**config.mk**
```make
export PLATFORM = sky130hd
export DESIGN_NAME = game_flow_ctrl
export DESIGN_NICKNAME = d
export VERILOG_FILES = /design/src/rtl/game_flow_ctrl.sv
export SDC_FILE = /design/constraint.sdc
export NUM_CORES = 1
export LEC_CHECK = 0
export CAP_MARGIN = 25
export CORE_ASPECT_RATIO = 1.75
export CORE_MARGIN = 2
export CORE_UTILIZATION = 35
export CTS_CLUSTER_SIZE = 30
export DETAILED_ROUTE_END_ITERATION = 10
export RECOVER_POWER = 50
export SETUP_SLACK_MARGIN = 0.2
export SYNTH_ARGS = -nofsm -noshare
export SYNTH_HDL_FRONTEND = slang
export SYNTH_SLANG_ARGS = --single-unit
export TNS_END_PERCENT = 1
```
**constraint.sdc**
```tcl
create_clock -name clk -period 2.1 [get_ports clk]
set_input_delay 0.42 -clock clk [delete_from_list [all_inputs] [get_ports clk]]
set_output_delay 0.42 -clock clk [all_outputs]
set_load 0.02 [all_outputs]
```
**src/rtl/game_flow_ctrl.sv**
```systemverilog
// game_flow_ctrl: phase sequencer for the dino game (IDLE -> RUNNING ->
// CRASHED -> OVER -> RUNNING ...). Paced by the 60 Hz game tick; reacts to
// the debounced start button and the renderer's collision flag.
//
// Ports:
//   clk, rst_n         clock, asynchronous active-low reset
//   game_tick          one-clk pulse per game frame
//   start_btn          debounced start/jump button (level)
//   crash              collision flag (level)
//   run_en             high while RUNNING
//   freeze             high while CRASHED
//   obstacle_speed     obstacle scroll speed, pixels per tick
//   game_start_pulse   one-clk pulse on entry to RUNNING
//   game_over_pulse    one-clk pulse on entry to CRASHED
//   state              IDLE=0, RUNNING=1, CRASHED=2, OVER=3
module game_flow_ctrl #(
   parameter int unsigned SPEED_STEP_TICKS = 600,
   parameter int unsigned MAX_SPEED        = 7,
   parameter int unsigned FREEZE_TICKS     = 60,
   parameter int unsigned RESTART_LOCKOUT  = 30
) (
   input  logic       clk,
   input  logic       rst_n,
   input  logic       game_tick,
   input  logic       start_btn,
   input  logic       crash,
   output logic       run_en,
   output logic       freeze,
   output logic [2:0] obstacle_speed,
   output logic       game_start_pulse,
   output logic       game_over_pulse,
   output logic [1:0] state
);

   localparam int unsigned MAX_A   = (SPEED_STEP_TICKS > FREEZE_TICKS) ? SPEED_STEP_TICKS : FREEZE_TICKS;
   localparam int unsigned MAX_CNT = (MAX_A > RESTART_LOCKOUT) ? MAX_A : RESTART_LOCKOUT;
   localparam int unsigned CNT_W   = $clog2(MAX_CNT) + 1;

   localparam logic [CNT_W-1:0] STEP_LAST   = CNT_W'(SPEED_STEP_TICKS - 1);
   localparam logic [CNT_W-1:0] FREEZE_LAST = CNT_W'(FREEZE_TICKS - 1);
   localparam logic [CNT_W-1:0] LOCKOUT     = CNT_W'(RESTART_LOCKOUT);
   localparam logic [2:0]       SPEED_MAX   = 3'(MAX_SPEED);

   typedef enum logic [1:0] {
      ST_IDLE    = 2'd0,
      ST_RUNNING = 2'd1,
      ST_CRASHED = 2'd2,
      ST_OVER    = 2'd3
   } state_t;

   state_t           state_q, state_d;
   logic [CNT_W-1:0] tick_cnt_q, tick_cnt_d;
   logic [2:0]       speed_d;
   logic             start_q;
   logic             start_rise_q;
   logic             start_pulse_d, over_pulse_d;
   logic             run_en_d, freeze_d;

   assign state = state_q;

   // Registers; start_q resets high so a button held through reset is not a press.
   always_ff @(posedge clk or negedge rst_n) begin
      if (!rst_n) begin
         state_q          <= ST_IDLE;
         tick_cnt_q       <= '0;
         obstacle_speed   <= 3'd0;
         start_q          <= 1'b1;
         start_rise_q     <= 1'b0;
         run_en           <= 1'b0;
         freeze           <= 1'b0;
         game_start_pulse <= 1'b0;
         game_over_pulse  <= 1'b0;
      end else begin
         state_q          <= state_d;
         tick_cnt_q       <= tick_cnt_d;
         obstacle_speed   <= speed_d;
         start_q          <= start_btn;
         start_rise_q     <= start_btn & ~start_q;
         run_en           <= run_en_d;
         freeze           <= freeze_d;
         game_start_pulse <= start_pulse_d;
         game_over_pulse  <= over_pulse_d;
      end
   end

   // Next-state, counter, speed and pulse logic.
   always_comb begin
      state_d       = state_q;
      tick_cnt_d    = tick_cnt_q;
      speed_d       = obstacle_speed;
      start_pulse_d = 1'b0;
      over_pulse_d  = 1'b0;

      case (state_q)
         ST_IDLE: begin
            if (start_rise_q) begin
               state_d       = ST_RUNNING;
               tick_cnt_d    = '0;
               speed_d       = 3'd1;
               start_pulse_d = 1'b1;
            end
         end
         ST_RUNNING: begin
            // Crash pre-empts any speed step on the same cycle.
            if (crash) begin
               state_d      = ST_CRASHED;
               tick_cnt_d   = '0;
               over_pulse_d = 1'b1;
            end else if (game_tick) begin
               if (tick_cnt_q == STEP_LAST) begin
                  tick_cnt_d = '0;
                  if (obstacle_speed < SPEED_MAX) begin
                     speed_d = obstacle_speed + 3'd1;
                  end
               end else begin
                  tick_cnt_d = tick_cnt_q + CNT_W'(1);
               end
            end
         end
         ST_CRASHED: begin
            if (game_tick) begin
               if (tick_cnt_q == FREEZE_LAST) begin
                  state_d    = ST_OVER;
                  tick_cnt_d = '0;
               end else begin
                  tick_cnt_d = tick_cnt_q + CNT_W'(1);
               end
            end
         end
         ST_OVER: begin
            // Start beats a simultaneous tick once the lockout has expired.
            if (start_rise_q && (tick_cnt_q == LOCKOUT)) begin
               state_d       = ST_RUNNING;
               tick_cnt_d    = '0;
               speed_d       = 3'd1;
               start_pulse_d = 1'b1;
            end else if (game_tick && (tick_cnt_q != LOCKOUT)) begin
               tick_cnt_d = tick_cnt_q + CNT_W'(1);
            end
         end
         default: begin
            state_d    = ST_IDLE;
            tick_cnt_d = '0;
         end
      endcase

      run_en_d = (state_d == ST_RUNNING);
      freeze_d = (state_d == ST_CRASHED);
   end

endmodule

```
# Yosys cells after proc, flatten, opt, wreduce, memory -nomap -nowiden
# Index checks and enable logic that the tools add are counted.
# word_totals
regBits	22
latchBits	0
mem_bits_rw	0
rom_bits	0
output_inout_bits	9
wordCells	65
n_memories	0
# classes
add_sub_neg	2
n_mul	0
n_div	0
order_cmp	1
n_eq_ne	18
n_shift	0
mux	27
bitwise_logic	2
reduce_logical	6
# op_table
cell	count
11-bit two-way mux	8
11-bit one-hot mux with 4 select lines	1
3-bit two-way mux	6
2-bit inequality test (second input constant)	7
11-bit by 1-bit adder with 11-bit output (second input constant)	1
11-bit by 10-bit equality test with 1-bit output (second input constant)	1
11-bit by 5-bit equality test with 1-bit output (second input constant)	1
11-bit by 6-bit equality test with 1-bit output (second input constant)	1
11-bit by 5-bit inequality test with 1-bit output (second input constant)	1
2-bit two-way mux	5
3-bit one-hot mux with 3 select lines	1
2-bit one-hot mux with 4 select lines	1
7-bit AND reduction	1
2-bit equality test (second input constant)	3
3-bit inequality test (second input constant)	2
2-bit by 1-bit equality test with 1-bit output (second input constant)	2
1-bit two-way mux	4
4-bit AND reduction	1
3-bit by 1-bit adder with 3-bit output (second input constant)	1
3-bit less-than comparator (second input constant)	1
3-bit nonzero test	1
1-bit logical AND	2
2-bit logical NOT	1
1-bit one-hot mux with 2 select lines	1
other kinds (2)	2

# Logic depth before layout (Yosys ltp)
# logic_depth
ltp_word	6
ltp_mapped	9

# Worst setup path after synthesis
# Ideal clock, no wire load.
# synth_timing
kind	reg-to-reg
from	register tick_cnt_q[1]
to	register tick_cnt_q[2]
setup_ns	0.126
t_arrival_ns	2.168
required_time_ns	1.974
path_slack_ns	-0.194
path_stages_with_launch	8
path_buffers	1
path_cell_list	dfrtp_1 > ha_1 > or4b_1 > o311ai_2 > o221ai_2 > and3_1 > buf_6 > a221o_1
# synth_between
elab_chain_cells	5
# synth_lines
item	line	text
start, declared	52	logic [CNT_W-1:0] tick_cnt_q, tick_cnt_d;
start signal, assigned	75	tick_cnt_q <= tick_cnt_d;
11-bit by 1-bit adder with 11-bit output / 11-bit by 10-bit equality test with 1-bit output (equally long branches)	n/a	
11-bit two-way mux	110	if (tick_cnt_q == STEP_LAST) begin
11-bit two-way mux	109	end else if (game_tick) begin
11-bit two-way mux	105	if (crash) begin
11-bit one-hot mux with 4 select lines	94	case (state_q)
# Parallel ways exist; a longest one is shown, timed or not. The select of a mux whose other input is x is not followed.
# A chain may end at the register's enable or synchronous reset.

# Worst setup path after layout
# layout_timing
from	register tick_cnt_q[0]
to	register tick_cnt_q[7]
# Same word-level chain as after synthesis.

==> impl_metrics.ini <==
[timing]
fin_ws_ns = -0.0961
setup_viol = 10
setup_tns_ns = -0.795
fmax_mhz = 455
maxSlewHeadroom = 0.198
hold_viol = 0
skew_ns = 0.00346
tightest_slew_ns = 1.20
final.period_utilization = 1.05
hold_slack_ns = 0.495
rsz0062_at_grt = true
maxSlewViolCount = 0
period_needed_ns = 2.20

[yosys]
yosysSeqAreaShare = 0.392
netlist_area_mm2 = 0.00141
synth.most_common_cell = dfrtp_1
synthFlopType = dfrtp_1
yosysTopAreaCellShare = 0.373
synth-edff-count = 0
postSynthNetCount = 153
synth_area_leader_cell = dfrtp_1
synth_cells = 139
synthTopCellsByCount = 21 x dfrtp_1, 12 x nor2_1, 10 x and3_1, 10 x inv_1
netlist_top_cells_area = dfrtp_1 37%, ha_1 8.0%, a221o_1 5.7%
yosysUniqueCellTypes = 43
postSynthAreaPerCell_um2 = 10.1
ys_ff_latch = 22
synthArstFlopShare = 1.00
ys_warn_count = 0

[power]
power_w = 0.00228
vdd_drop_max_mv = 0.505
switching_share = 0.379
pwr-share-seq = 0.239
internal-power_w = 0.00142
power.switching_w = 0.000865
clockPowerShare = 0.176
comb_power_share = 0.585
cellPowerDensity_mw_per_mm2 = 1170
leakage_nw = 0.898

[drt]
post-route-drc-count = 0
avgRoutedWirePerCell_um = 15.5
vias_per_cell = 5.41
num_vias = 1249
drt_iter0_markers = 15
drt-total-wl_um = 3590
antenna_left = 0
first_pass_iters = 4

[setup_path]
crit_fanout = 10
cp-start-kind = flip-flop
r2r_setup_slack_ns = -0.1
path_class = reg -> reg
crit_arrival_ns = 2.35
worstSetupEndpointType = flip-flop
worstPathRequired_ns = 2.25

[min_path]
min_path_type = reg -> reg

[global_route]
grt_pass1_wl_um = 5890
grt_pass1_vias = 1298
busiest_layer = met2
grtUsageMet3 = 0.0205
grt_max_degree = 23
use_met1 = 0.175
antenna_found_initial = 0
grtUsageMet2 = 0.336
overflow = 0
grtUsageTotal = 0.175

[clocking]
hold_buffers = 0
cts_buffers = 3
root_buffer = clkbuf_8
cts_tree = done
clk_pin_slew_ns = 0.08
insertion_delay_ns = 0.27
htreeDepth = 1
clock_path_buffers = 2
cts.sinks = 22

[cells_and_area]
nets = 198
num_antenna_cells = 0
fillers = 355
fin_util = 0.505
multi_input_area_um2 = 865
regArea_um2 = 552
drive_gt1_frac = 0.290
area_growth_pct = 38.6

[place]
portBuffers = 13
gp_congestion = 0.900
post-dp-hpwl_um = 2840

[run]
max_cap_violations = 0

[run_status]
outcome = finished with violations
violations = negative setup slack

[floorplan]
die_area_mm2 = 0.00457
initial_core_util = 0.364
die_w_um = 52.0
rows = 30
io_pins = 14
core_area_mm2 = 0.00387
die_h_um = 87.9
[power by group through the flow]
stage                     combinational (W)  clock (W)  sequential [W]
after detailed placement            0.00123          0        0.000554
final                               0.00134   0.000401        0.000545
after CTS                           0.00132   0.000415        0.000547
after global routing                0.00145   0.000428        0.000554
after floorplan                    0.000617          0        0.000612
after global placement              0.00120          0        0.000550
[state kept, by name (all words and copies together) (netlist names)]
register and flops:
freeze 1, run_en 1, state 2, start_rise_q 1, start_q 1, game_over_pulse 1
obstacle_speed 3, tick_cnt_q 11, game_start_pulse 1
[timing repair]
item                                   CTS  global route
pin swaps                                0             4
setup endpoints to repair               17            19
gates resized for setup                  7             3
endpoints found under the hold margin    0             0
setup buffers                            0             0
gates cloned                             0             0
[critical path: stages (launching register included)]
cell	delay, ns
dfrtp_1	0.38
ha_2	0.19
or4b_4	0.48
o311ai_4	0.26
o221ai_2	0.17
and3_4	0.18
buf_12	0.13
a221o_1	0.29
[through the flow]
step | setup WS (ns) | cells | instance area [µm²]
after floorplan | -0.0931 | 139 | 1430
after global placement | -0.106 | 227 | 1830
after detailed placement | -0.128 | 227 | 1830
after CTS | -0.107 | 231 | 1940
after global routing | -0.184 | 231 | 1950
final | -0.0961 | 231 | 1950
[final timing paths]
kind / start / endpoint / depth (start not counted)
hold / removal: start_q / start_rise_q / 1
max in group asynchronous: rst_n / tick_cnt_q[9] / 2
setup / recovery: tick_cnt_q[0] / tick_cnt_q[7] / 7
hold reg to reg: start_q / start_rise_q / 1
min in group asynchronous: rst_n / tick_cnt_q[10] / 2
setup reg to reg: tick_cnt_q[0] / tick_cnt_q[7] / 7
[layout by cell type, fill, tap and decap left out, types with 2 or more instances in the layout]
master,instances
a21oi_1,3
a221o_1,8
a22o_1,3
a2bb2oi_1,2
and3_1,9
buf_4,27
clkbuf_8,3
clkdlybuf4s50_1,11
dfrtp_1,21
dlygate4sd3_1,2
ha_1,8
inv_1,10
mux2i_1,2
nand2_1,9
nand3_1,6
nand3b_1,2
nor2_1,11
nor2b_1,7
nor4_4,2
o21bai_1,2
or2_2,2
[kinds of logic (layout without fill, tap and decap cells)]
kind of cell,after synthesis,count (layout),synth area share
fa+ha+maj,9,9,0.0799
mux,3,3,0.0222
compound gates,32,32,0.212
buf+inv,13,57,0.0453
simple gates,60,60,0.249
flops,22,22,0.392
[area by class of cell]
class / count / share of cell area
Tap cell: 48 / 0.0307
Clock inverter: 1 / 0.0154
Clock buffer: 3 / 0.0211
Inverter: 10 / 0.0192
Multi-Input combinational cell: 104 / 0.443
Sequential cell: 22 / 0.283
Timing Repair Buffer: 43 / 0.188
[metal layers]
layer	vias to the layer above	part of all wire
met4	0	0.032
met5	-	0
met2	17	0.58
met1	613	0.37
li1	610	-
met3	9	0.021
Power figures use the tool's default switching activity.
